==> config.mk <==
export PLATFORM = sky130hd
export DESIGN_NAME = mdu_seq_ctrl
export DESIGN_NICKNAME = d
export VERILOG_FILES = /design/src/rtl/mdu_pkg.sv /design/src/rtl/mdu_seq_ctrl.sv
export SDC_FILE = /design/constraint.sdc
export NUM_CORES = 1
export LEC_CHECK = 0
export BUFFER_PORTS_ARGS = -buffer_cell sky130_fd_sc_hd__buf_2
export CAP_MARGIN = 20
export CORE_UTILIZATION = 40
export CTS_CLUSTER_SIZE = 30
export DETAILED_ROUTE_END_ITERATION = 7
export PLACE_DENSITY = 0.66
export SLEW_MARGIN = 40
export SYNTH_ARGS = -nofsm -noshare
export SYNTH_HDL_FRONTEND = slang
export SYNTH_SLANG_ARGS = --single-unit
==> constraint.sdc <==
create_clock -name clk -period 1.49 [get_ports clk]
set_input_delay 0.0745 -clock clk [delete_from_list [all_inputs] [get_ports clk]]
set_output_delay 0.0745 -clock clk [all_outputs]
set_load 0.02 [all_outputs]
==> src/rtl/mdu_pkg.sv <==
// Shared types for the MDU sequencing controller: E-stage op classes,
// datapath op codes and controller states.
package mdu_pkg;

    localparam int MDU_CNT_W = 4;

    typedef enum logic [2:0] {
        MD_NONE  = 3'd0,
        MD_MULT  = 3'd1,
        MD_MULTU = 3'd2,
        MD_DIV   = 3'd3,
        MD_DIVU  = 3'd4,
        MD_HILO  = 3'd5,
        MD_MADD  = 3'd6
    } md_op_t;

    typedef enum logic [1:0] {
        MDU_MULT  = 2'd0,
        MDU_MULTU = 2'd1,
        MDU_DIV   = 2'd2,
        MDU_DIVU  = 2'd3
    } mdu_op_t;

    typedef enum logic {
        IDLE = 1'b0,
        RUN  = 1'b1
    } mdu_state_t;

    // Only the four issuable classes map to a datapath op; anything else is don't-care.
    function automatic mdu_op_t to_mdu_op(input md_op_t op);
        case (op)
            MD_MULTU: to_mdu_op = MDU_MULTU;
            MD_DIV:   to_mdu_op = MDU_DIV;
            MD_DIVU:  to_mdu_op = MDU_DIVU;
            default:  to_mdu_op = MDU_MULT;
        endcase
    endfunction

endpackage

==> src/rtl/mdu_seq_ctrl.sv <==
// Issues mult/div ops to the MDU datapath, counts their fixed latency, signals
// the {hi,lo} write and holds the D stage while a HI/LO consumer would race it.
module mdu_seq_ctrl
    import mdu_pkg::*;
#(
    parameter int MUL_CYCLES = 5,
    parameter int DIV_CYCLES = 10
) (
    input  logic       clk,
    input  logic       reset,
    input  logic [2:0] md_op_e,
    input  logic       divisor_zero_e,
    input  logic       hilo_use_d,
    input  logic       int_req,
    output logic       mdu_start,
    output logic [1:0] mdu_op,
    output logic       mdu_commit,
    output logic       mdu_done,
    output logic       busy,
    output logic       stall_d,
    output logic       conflict
);

    if (MUL_CYCLES < 2 || MUL_CYCLES > 15) begin : g_bad_mul
        $error("mdu_seq_ctrl: MUL_CYCLES must be in 2..15");
    end
    if (DIV_CYCLES < 2 || DIV_CYCLES > 15) begin : g_bad_div
        $error("mdu_seq_ctrl: DIV_CYCLES must be in 2..15");
    end

    localparam logic [MDU_CNT_W-1:0] MUL_N = MDU_CNT_W'(MUL_CYCLES);
    localparam logic [MDU_CNT_W-1:0] DIV_N = MDU_CNT_W'(DIV_CYCLES);

    mdu_state_t           state, state_nxt;
    logic [MDU_CNT_W-1:0] cnt, cnt_nxt;
    mdu_op_t              op_q, op_nxt;
    logic                 dz_q, dz_nxt;
    logic                 conflict_q;

    md_op_t op_e;
    logic   is_mdu_op, is_div_op;
    logic   issue, done, commit;

    assign op_e      = md_op_t'(md_op_e);
    assign is_mdu_op = (op_e == MD_MULT) || (op_e == MD_MULTU) ||
                       (op_e == MD_DIV)  || (op_e == MD_DIVU);
    assign is_div_op = (op_e == MD_DIV)  || (op_e == MD_DIVU);

    always_comb begin
        state_nxt = state;
        cnt_nxt   = cnt;
        op_nxt    = op_q;
        dz_nxt    = dz_q;
        issue     = 1'b0;
        done      = 1'b0;
        commit    = 1'b0;
        case (state)
            IDLE: begin
                // int_req flushes E, so a flushed op must never reach the datapath.
                if (is_mdu_op && !int_req) begin
                    issue     = 1'b1;
                    state_nxt = RUN;
                    cnt_nxt   = is_div_op ? DIV_N : MUL_N;
                    op_nxt    = to_mdu_op(op_e);
                    dz_nxt    = divisor_zero_e && is_div_op;
                end
            end
            RUN: begin
                // Ops arriving now are ignored; an issued op always runs to completion.
                if (cnt == MDU_CNT_W'(1)) begin
                    done      = 1'b1;
                    commit    = !dz_q;
                    state_nxt = IDLE;
                    cnt_nxt   = '0;
                end else begin
                    cnt_nxt = cnt - MDU_CNT_W'(1);
                end
            end
            default: state_nxt = IDLE;
        endcase
    end

    always_ff @(posedge clk) begin
        if (reset) begin
            state      <= IDLE;
            cnt        <= '0;
            op_q       <= MDU_MULT;
            dz_q       <= 1'b0;
            conflict_q <= 1'b0;
        end else begin
            state      <= state_nxt;
            cnt        <= cnt_nxt;
            op_q       <= op_nxt;
            dz_q       <= dz_nxt;
            conflict_q <= (busy && (op_e != MD_NONE)) || (int_req && commit);
        end
    end

    assign busy       = (state == RUN);
    assign mdu_op     = op_q;
    assign conflict   = conflict_q;
    assign mdu_start  = issue && !reset;
    assign mdu_done   = done && !reset;
    assign mdu_commit = commit && !reset;
    // Held through the commit cycle so the consumer reads the freshly written HI/LO.
    assign stall_d    = hilo_use_d && (busy || issue) && !reset;

endmodule

# --- Word level (Yosys, flattened, before mapping) ---
# Index checks and enable logic that the tools add are counted.
word_totals:
  regBits: 9
  wordCells: 46
op_classes:
  addsub: 1
  n_eq_ne: 6
  muxes: 13
  bitwise_logic: 1
  n_reduce_logical: 20
ops:
  columns: ["cell", "n"]
  rows:
  - ["$mux 4", 3]
  - ["$logic_and 1x1->1", 9]
  - ["$pmux 4 s2", 1]
  - ["$mux 1", 7]
  - ["$eq 3x2->1 const B", 2]
  - ["$logic_or 1x1->1", 6]
  - ["$pmux 2 s3", 1]
  - ["$eq 4x1->1 const B", 1]
  - ["$sub 4x1->4 const B", 1]
  - ["$eq 3x1->1 const B", 1]
  - ["$eq 3x3->1 const B", 1]
  - ["$logic_not 1->1", 3]
  - ["$reduce_bool 3->1", 1]
  - ["$ne 2x2->1 const B", 1]
  - ["$pmux 1 s2", 1]
  - ["$reduce_and 2->1", 1]
  - ["$not 1->1", 1]

# --- Longest topological paths before layout ---
# Gate-level depths: netlist of run 1.
depth:
  word_depth: 10
  ltp_mapped: 6
  depth_no_buf: 6

# --- Worst setup path after synthesis of run 1 ---
# OpenSTA, ideal clock, no wires.
synth_timing:
  path_type: "flip-flop to flip-flop"
  from: "register cnt[1]"
  to: "register conflict_q (netlist: conflict)"
  setup_ns: 0.074
  arrival_time_ns: 1.676
  setup_slack_ns: -0.260
  stages_incl_launch_ff: 7
  cell_sequence: "dfxtp_1 inv_1 ha_1 or3b_2 nor3_1 nand2_1 o21ai_0"
synth_via:
  elab_chain_cells: 5
synth_lines:
  columns: ["item", "line_no", "text"]
  rows:
  - ["from (decl)", "mdu_seq_ctrl.sv:35", "logic [MDU_CNT_W-1:0] cnt, cnt_nxt;"]
  - ["from (signal assigned)", "mdu_seq_ctrl.sv:92", "cnt <= cnt_nxt;"]
  - ["$eq 4x1->1", "mdu_seq_ctrl.sv:70", "if (cnt == MDU_CNT_W'(1)) begin"]
  - ["$mux 1", "mdu_seq_ctrl.sv:70", null]
  - ["$mux 1", "mdu_seq_ctrl.sv:57", "case (state)"]
  - ["$logic_and 1x1->1", "mdu_seq_ctrl.sv:95", "conflict_q <= (busy && (op_e != MD_NONE)) || (int_req && commit);"]
  - ["$logic_or 1x1->1", "mdu_seq_ctrl.sv:95", null]
  - ["to (signal assigned)", "mdu_seq_ctrl.sv:95", null]
  - ["to (decl)", "mdu_seq_ctrl.sv:38", "logic conflict_q;"]
# Every way passes these cells.
# A chain may end at the register's enable or synchronous reset.

# --- Worst setup path in the final report of run 1 ---
layout_timing:
  from: "register cnt[1]"
  to: "output mdu_commit"
layout_via:
  elab_chain_cells: 4
layout_lines:
  columns: ["item", "line_no", "text"]
  rows:
  - ["$eq 4x1->1", "mdu_seq_ctrl.sv:70", null]
  - ["$mux 1", "mdu_seq_ctrl.sv:70", null]
  - ["$mux 1", "mdu_seq_ctrl.sv:57", null]
  - ["$logic_and 1x1->1", "mdu_seq_ctrl.sv:104", "assign mdu_commit = commit && !reset;"]
  - ["to (decl)", "mdu_seq_ctrl.sv:17", "output logic mdu_commit,"]
# Every way passes these cells.

==> flow_metrics.py, run 1 <==
metrics = {
    "routing": {
        "wl_um": 1330,
        "drc": 0,
        "ant_nets": 0,
        "vias_per_cell": 5.43,
        "dr.pass1.iters": 4,
        "vias": 554,
        "wl_per_cell_um": 13.0,
        "drtIter0Drc": 6,
    },
    "floorplanning": {
        "die_x_um": 40.1,
        "ioPinCount": 16,
        "die_area_um2": 1610,
        "die_h_um": 40.1,
        "start_util_pct": 44.1,
        "design.core.area_um2": 1320,
        "fp-row-count": 13,
    },
    "sta": {
        "rsz0062_at_grt": "yes",
        "clock_skew_ns": 0.000346,
        "slew_viol_final": 0,
        "hold_violations": 0,
        "max-slew-margin-rel_pct": 76.9,
        "fin_hold_ws_ns": 0.0834,
        "fmax_mhz": 646,
        "setup-tns-final_ns": -0.0771,
        "finalSetupViolations": 2,
        "setup_slack_ns": -0.0590,
        "fin_crit_sh_pct": 104,
        "tightest_slew_ns": 0.346,
        "period_needed_ns": 1.55,
    },
    "critical_path": {
        "slowest_delay_ns": 0.41,
        "cp_max_fo": 4,
        "critPathLaunchType": "flip-flop",
        "cp.arrival_ns": 1.47,
        "worstPathRequired_ns": 1.42,
        "worst-setup-path-type": "reg2out",
        "cp_slowest_cell": "or3b_4",
        "worstPathCellList": "inv_2 -> ha_4 -> or3b_4 -> nor3_4 -> buf_6",
        "reg2reg_slack_ns": 0.09,
        "cp-end-kind": "primary output",
    },
    "cts": {
        "cts_made_buffers": 3,
        "cts.sinks": 9,
        "cts_tree": "done",
        "clock-root-buffer": "clkbuf_4",
        "insertion_delay_ns": 0.25,
        "clk_pin_slew_ns": 0.06,
        "htreeDepth": 1,
        "clockBufferDepth": 2,
        "cts_hold_buf": 0,
    },
    "power": {
        "vdd_drop_max_mv": 0.715,
        "cellPowerDensity_nw_per_um2": 899,
        "total_leakage_power_uw": 0.000314,
    },
    "hold_path": {
        "hp-class": "in2reg",
    },
    "final_layout": {
        "layout-drive-gt1-share_pct": 47.1,
        "fillers": 113,
        "syn2layout_area_growth_pct": 31.7,
        "diodes": 0,
        "fin_util_pct": 58.0,
        "nNetsFinal": 98,
    },
    "run_status": {
        "violations": "setup timing",
        "status": "complete, but fails checks",
    },
    "placed_design": {
        "dpl.hpwl_um": 984,
        "port-buffer-count": 15,
        "gp_congestion": 0.713,
        "post-place-ws_ns": -0.0163,
    },
    "logic_synthesis": {
        "yosysTopAreaCellShare_pct": 31.0,
        "syn_area_per_cell_um2": 8.67,
        "synth_seq_cells": 9,
        "synth_area_leaders": "dfxtp_1 (31%), nor2_1 (4.5%), o311ai_4 (4.5%), ha_1 (4.3%), nand2_1 (3.9%)",
        "syn_nets": 77,
        "yosys_warnings": 0,
        "ys_types": 35,
        "syn_inst": 67,
        "seq_area_frac_synth_pct": 31.0,
        "syn_area_um2": 581,
        "synth_top_area_cell": "dfxtp_1",
    },
    "grt": {
        "grt_max_degree": 12,
        "grt_first_pass_wirelength_um": 2160,
        "grt_remaining_overflow": 0,
        "grt_pass1_vias": 500,
        "antenna_found_initial": 0,
        "gr-usage-all-layers_pct": 20.4,
    },
    "job": {
        "cap_violations": 0,
    },
}
[cell type report]
type | count | area, um^2 | share of cell area [%]
Multi-Input combinational cell | 49 | 397 | 51.9
Sequential cell | 9 | 183 | 23.9
Timing Repair Buffer | 20 | 121 | 15.9
Clock buffer | 4 | 26.3 | 3.44
Inverter | 5 | 18.8 | 2.45
Tap cell | 15 | 18.8 | 2.45
[worst max-delay path: cells and delay by family, from the launching register on]
family        cells  cell delay (ns)
fa+ha+maj         1             0.13
flops             1             0.32
simple gates      2             0.56
buf+inv           2             0.21
[synth_stat cells]
library cell / instances
a211o_1: 1
o21ai_2: 2
a32oi_1: 1
inv_1: 5
nand3_2: 1
buf_2: 1
nor3b_1: 1
ha_1: 2
nand2b_1: 2
nand2_1: 6
o21ai_0: 1
o311ai_4: 1
dfxtp_1: 9
xnor2_1: 1
buf_6: 1
nor2_1: 7
nand4_1: 1
nor3_1: 3
mux2_2: 1
a21boi_0: 1
or3_4: 1
or4b_4: 1
a21oi_1: 3
a31oi_2: 1
a221oi_1: 2
clkbuf_1: 1
a22oi_1: 2
a21o_1: 1
nand3_1: 1
a21oi_2: 1
buf_4: 1
o211ai_1: 1
or3_1: 1
or3b_2: 1
o22ai_1: 1
[power by group]
part,internal (uW),total [uW],switching [uW]
Combinational,99.0,221,122
Sequential,263,284,21.6
Clock,103,182,79.2
[kinds of logic after synthesis]
kind of cell	share of synthesized area, %
xor+xnor	1.51
flops	31.0
mux	1.94
fa+ha+maj	4.31
simple gates	25.0
buf+inv	7.97
compound gates	28.2
[timing repair]
item                                    CTS  global route
endpoints found under the hold margin     0             0
pin swaps                                 1             1
gates resized for setup                   9             4
setup buffers                             3             0
endpoints found under the setup margin    3             5
gates cloned                              0             0
[per-layer routing]
layer | wire length (um) | global-route usage, % | up-vias | share of wire [%]
met5 | 0 | 0 | - | 0
met4 | 0 | 2.59 | 0 | 0
met3 | 56 | 7.22 | 0 | 4.2
met2 | 677 | 33.9 | 11 | 51
met1 | 597 | 25.9 | 257 | 45
li1 | - | - | 286 | -
[sequential cells by signal, summed over array words and instances, names as in the netlist]
| name | flops |
|---|---|
| dz_q | 1 |
| busy | 1 |
| cnt | 4 |
| conflict | 1 |
| mdu_op | 2 |
[stage by stage]
stage | cells | power (uW) | instance area (um^2)
2_1_floorplan | 67 | 428 | 592
3_3_place_gp | 95 | 475 | 673
3_5_place_dp | 95 | 480 | 673
4_1_cts | 102 | 684 | 748
5_1_grt | 102 | 736 | 764
6_report | 102 | 687 | 764
[cells in the final DEF, fill, tap and decap left out, types with 2 or more instances in the layout]
| cell | Yosys | routed |
|---|---|---|
| a21oi_1 | 3 | 3 |
| a22oi_1 | 2 | 2 |
| buf_2 | 1 | 13 |
| buf_4 | 1 | 6 |
| clkbuf_4 | 0 | 3 |
| dfxtp_1 | 9 | 7 |
| dfxtp_2 | 0 | 2 |
| inv_1 | 5 | 4 |
| nand2_1 | 6 | 6 |
| nand2b_1 | 2 | 2 |
| nor2_1 | 7 | 6 |
| nor3_1 | 3 | 2 |
| o21ai_2 | 2 | 2 |
[final timing paths]
path                                        startpoint                     end  depth (start not counted)
worst max-delay path               cnt[1]$_SDFFE_PP0P_              mdu_commit                          5
worst max register to register     cnt[1]$_SDFFE_PP0P_     conflict$_SDFF_PP0_                          7
worst min register to register  mdu_op[0]$_SDFFE_PP0P_  mdu_op[0]$_SDFFE_PP0P_                          2
worst min-delay path                    divisor_zero_e       dz_q$_SDFFE_PP0P_                          3
Power figures use the tool's default switching activity.
==> inputs of run 2 (changes only) <==
--- a/config.mk
+++ b/config.mk
@@ -10,7 +10,8 @@
 export CORE_UTILIZATION = 40
 export CTS_CLUSTER_SIZE = 30
 export DETAILED_ROUTE_END_ITERATION = 7
-export PLACE_DENSITY = 0.66
+export PLACE_DENSITY = 0.68
+export REMOVE_ABC_BUFFERS = 1
 export SLEW_MARGIN = 40
 export SYNTH_ARGS = -nofsm -noshare
 export SYNTH_HDL_FRONTEND = slang
==> constraint.sdc (replaced) <==
create_clock -name clk -period 1.3 [get_ports clk]
set_input_delay 0.065 -clock clk [delete_from_list [all_inputs] [get_ports clk]]
set_output_delay 0.065 -clock clk [all_outputs]
set_load 0.02 [all_outputs]
==> flow_metrics.py, run 2 (synthesis gave the netlist of run 1 again) <==
metrics = {
    "final_layout": {
        "regArea_um2": 186,
        "fillers": 91,
        "regMostFlops": "cnt",
        "fin_util_pct": 69.9,
        "nNetsFinal": 109,
        "multiInputGateArea_um2": 440,
        "final_common_cell": "buf_4",
        "syn2layout_area_growth_pct": 58.6,
        "largest_reg_flops": 4,
        "layout_common_cells": "buf_4 (13), buf_2 (12), dfxtp_1 (6)",
        "layout-drive-gt1-share_pct": 58.2,
        "diodes": 0,
    },
    "critical_path": {
        "cp_max_fo": 3,
        "critPathLaunchType": "flip-flop",
        "cp-end-kind": "primary output",
        "worstPathCellList": "inv_2 -> ha_4 -> or3b_4 -> nor3_4 -> buf_6",
        "slowest_delay_ns": 0.41,
        "worst-setup-path-type": "reg2out",
        "cp_slowest_cell": "or3b_4",
        "cp.arrival_ns": 1.52,
        "worstPathRequired_ns": 1.24,
    },
    "power": {
        "total_leakage_power_uw": 0.000389,
        "combPwrFrac_pct": 39.6,
        "p_seq_share_pct": 35.6,
        "cellPowerDensity_nw_per_um2": 989,
        "clockPowerShare_pct": 24.8,
        "internal_power_uw": 599,
        "swShare_pct": 34.2,
        "switching_power_uw": 312,
        "vdd_drop_max_mv": 0.660,
    },
    "floorplanning": {
        "die_area_um2": 1610,
        "start_util_pct": 44.1,
        "ioPinCount": 16,
        "design.core.area_um2": 1320,
        "die_x_um": 40.1,
        "fp-row-count": 13,
        "die_h_um": 40.1,
    },
    "routing": {
        "vias": 598,
        "dr.pass1.iters": 4,
        "wl_per_cell_um": 13.5,
        "drtIter0Drc": 13,
        "vias_per_cell": 5.29,
        "ant_nets": 0,
        "wl_um": 1530,
        "drc": 0,
    },
    "sta": {
        "rsz0062_at_grt": "yes",
        "period_needed_ns": 1.59,
        "hold_violations": 0,
        "fmax_mhz": 630,
        "slew_viol_final": 0,
        "setup-tns-final_ns": -1.14,
        "setup_slack_ns": -0.287,
        "clock_skew_ns": 0.00372,
        "fin_crit_sh_pct": 122,
        "max-slew-margin-rel_pct": 77.4,
        "tightest_slew_ns": 0.339,
        "finalSetupViolations": 6,
    },
    "cts": {
        "cts.sinks": 9,
        "cts_hold_buf": 0,
        "clockBufferDepth": 2,
        "insertion_delay_ns": 0.27,
        "cts_made_buffers": 3,
        "htreeDepth": 1,
        "cts_tree": "done",
        "clk_pin_slew_ns": 0.07,
        "clock-root-buffer": "clkbuf_4",
    },
    "grt": {
        "grt_max_degree": 12,
        "antenna_found_initial": 0,
        "gr-usage-all-layers_pct": 22.9,
        "grt_remaining_overflow": 0,
        "grt_pass1_vias": 539,
        "grt_first_pass_wirelength_um": 2330,
    },
    "job": {
        "cap_violations": 0,
    },
    "placed_design": {
        "dpl.hpwl_um": 1020,
        "port-buffer-count": 15,
        "gp_congestion": 0.750,
    },
    "run_status": {
        "violations": "setup timing",
        "status": "complete, but fails checks",
    },
    "hold_path": {
        "hp-class": "in2reg",
    },
}
==> run 2: worst paths after layout <==
kind / from / to / slack (ns) / depth (start not counted)
setup / recovery: cnt[1]$_SDFFE_PP0P_ / mdu_commit / -0.29 / 5
hold / removal: divisor_zero_e / dz_q$_SDFFE_PP0P_ / 0.06 / 3
setup reg to reg: cnt[1]$_SDFFE_PP0P_ / cnt[2]$_SDFFE_PP0P_ / -0.26 / 8
hold reg to reg: mdu_op[0]$_SDFFE_PP0P_ / mdu_op[0]$_SDFFE_PP0P_ / 0.47 / 2
==> run 2: through the flow <==
stage	worst slack (ns)	std cells	hold WS (ns)	cell area [um^2]	total power, uW
detailed placement	-0.179	104	0.329	729	580
global route	-0.339	113	0.0678	921	962
finish	-0.287	113	0.0628	921	911
floorplan	-0.450	63	0.127	553	468
CTS	-0.264	111	0.0390	865	876
global placement	-0.152	104	0.328	729	574
==> run 2: power groups by stage <==
stage               sequential [uW]  combinational [uW]  clock, uW
floorplan                       332                 136          0
finish                          324                 360        226
CTS                             319                 321        235
global placement                318                 256          0
global route                    327                 387        248
detailed placement              319                 261          0
==> run 2: layout make-up <==
class | instances | share of cell area [%]
inverter | 5 | 2.04
clock buffer | 3 | 2.45
clock inverter | 1 | 0.543
timing repair buffer | 31 | 24.9
sequential | 9 | 20.2
multi-input combinational | 49 | 47.8
tap | 15 | 2.04
==> run 2: worst max-delay path: cells and delay by family, from the launching register on <==
| family | cells | cell delay, ns |
|---|---|---|
| and+or+nand+nor | 2 | 0.57 |
| adders and majority gates | 1 | 0.13 |
| buffers and inverters | 2 | 0.22 |
| DFF | 1 | 0.33 |
==> run 2: routing by layer <==
metal	share of wire (%)	wire, um	track usage [%]	up-vias
met5	0	0	0	-
met1	46	698	25.3	265
li1	-	-	-	313
met4	0.39	6	7.76	0
met3	5.2	79	10.0	2
met2	49	741	38.7	18
==> run 2: repair_timing <==
action / in CTS / in global routing
pin swaps: 3 / 4
setup endpoints to repair: 9 / 9
setup buffers: 3 / 3
gates resized for setup: 22 / 13
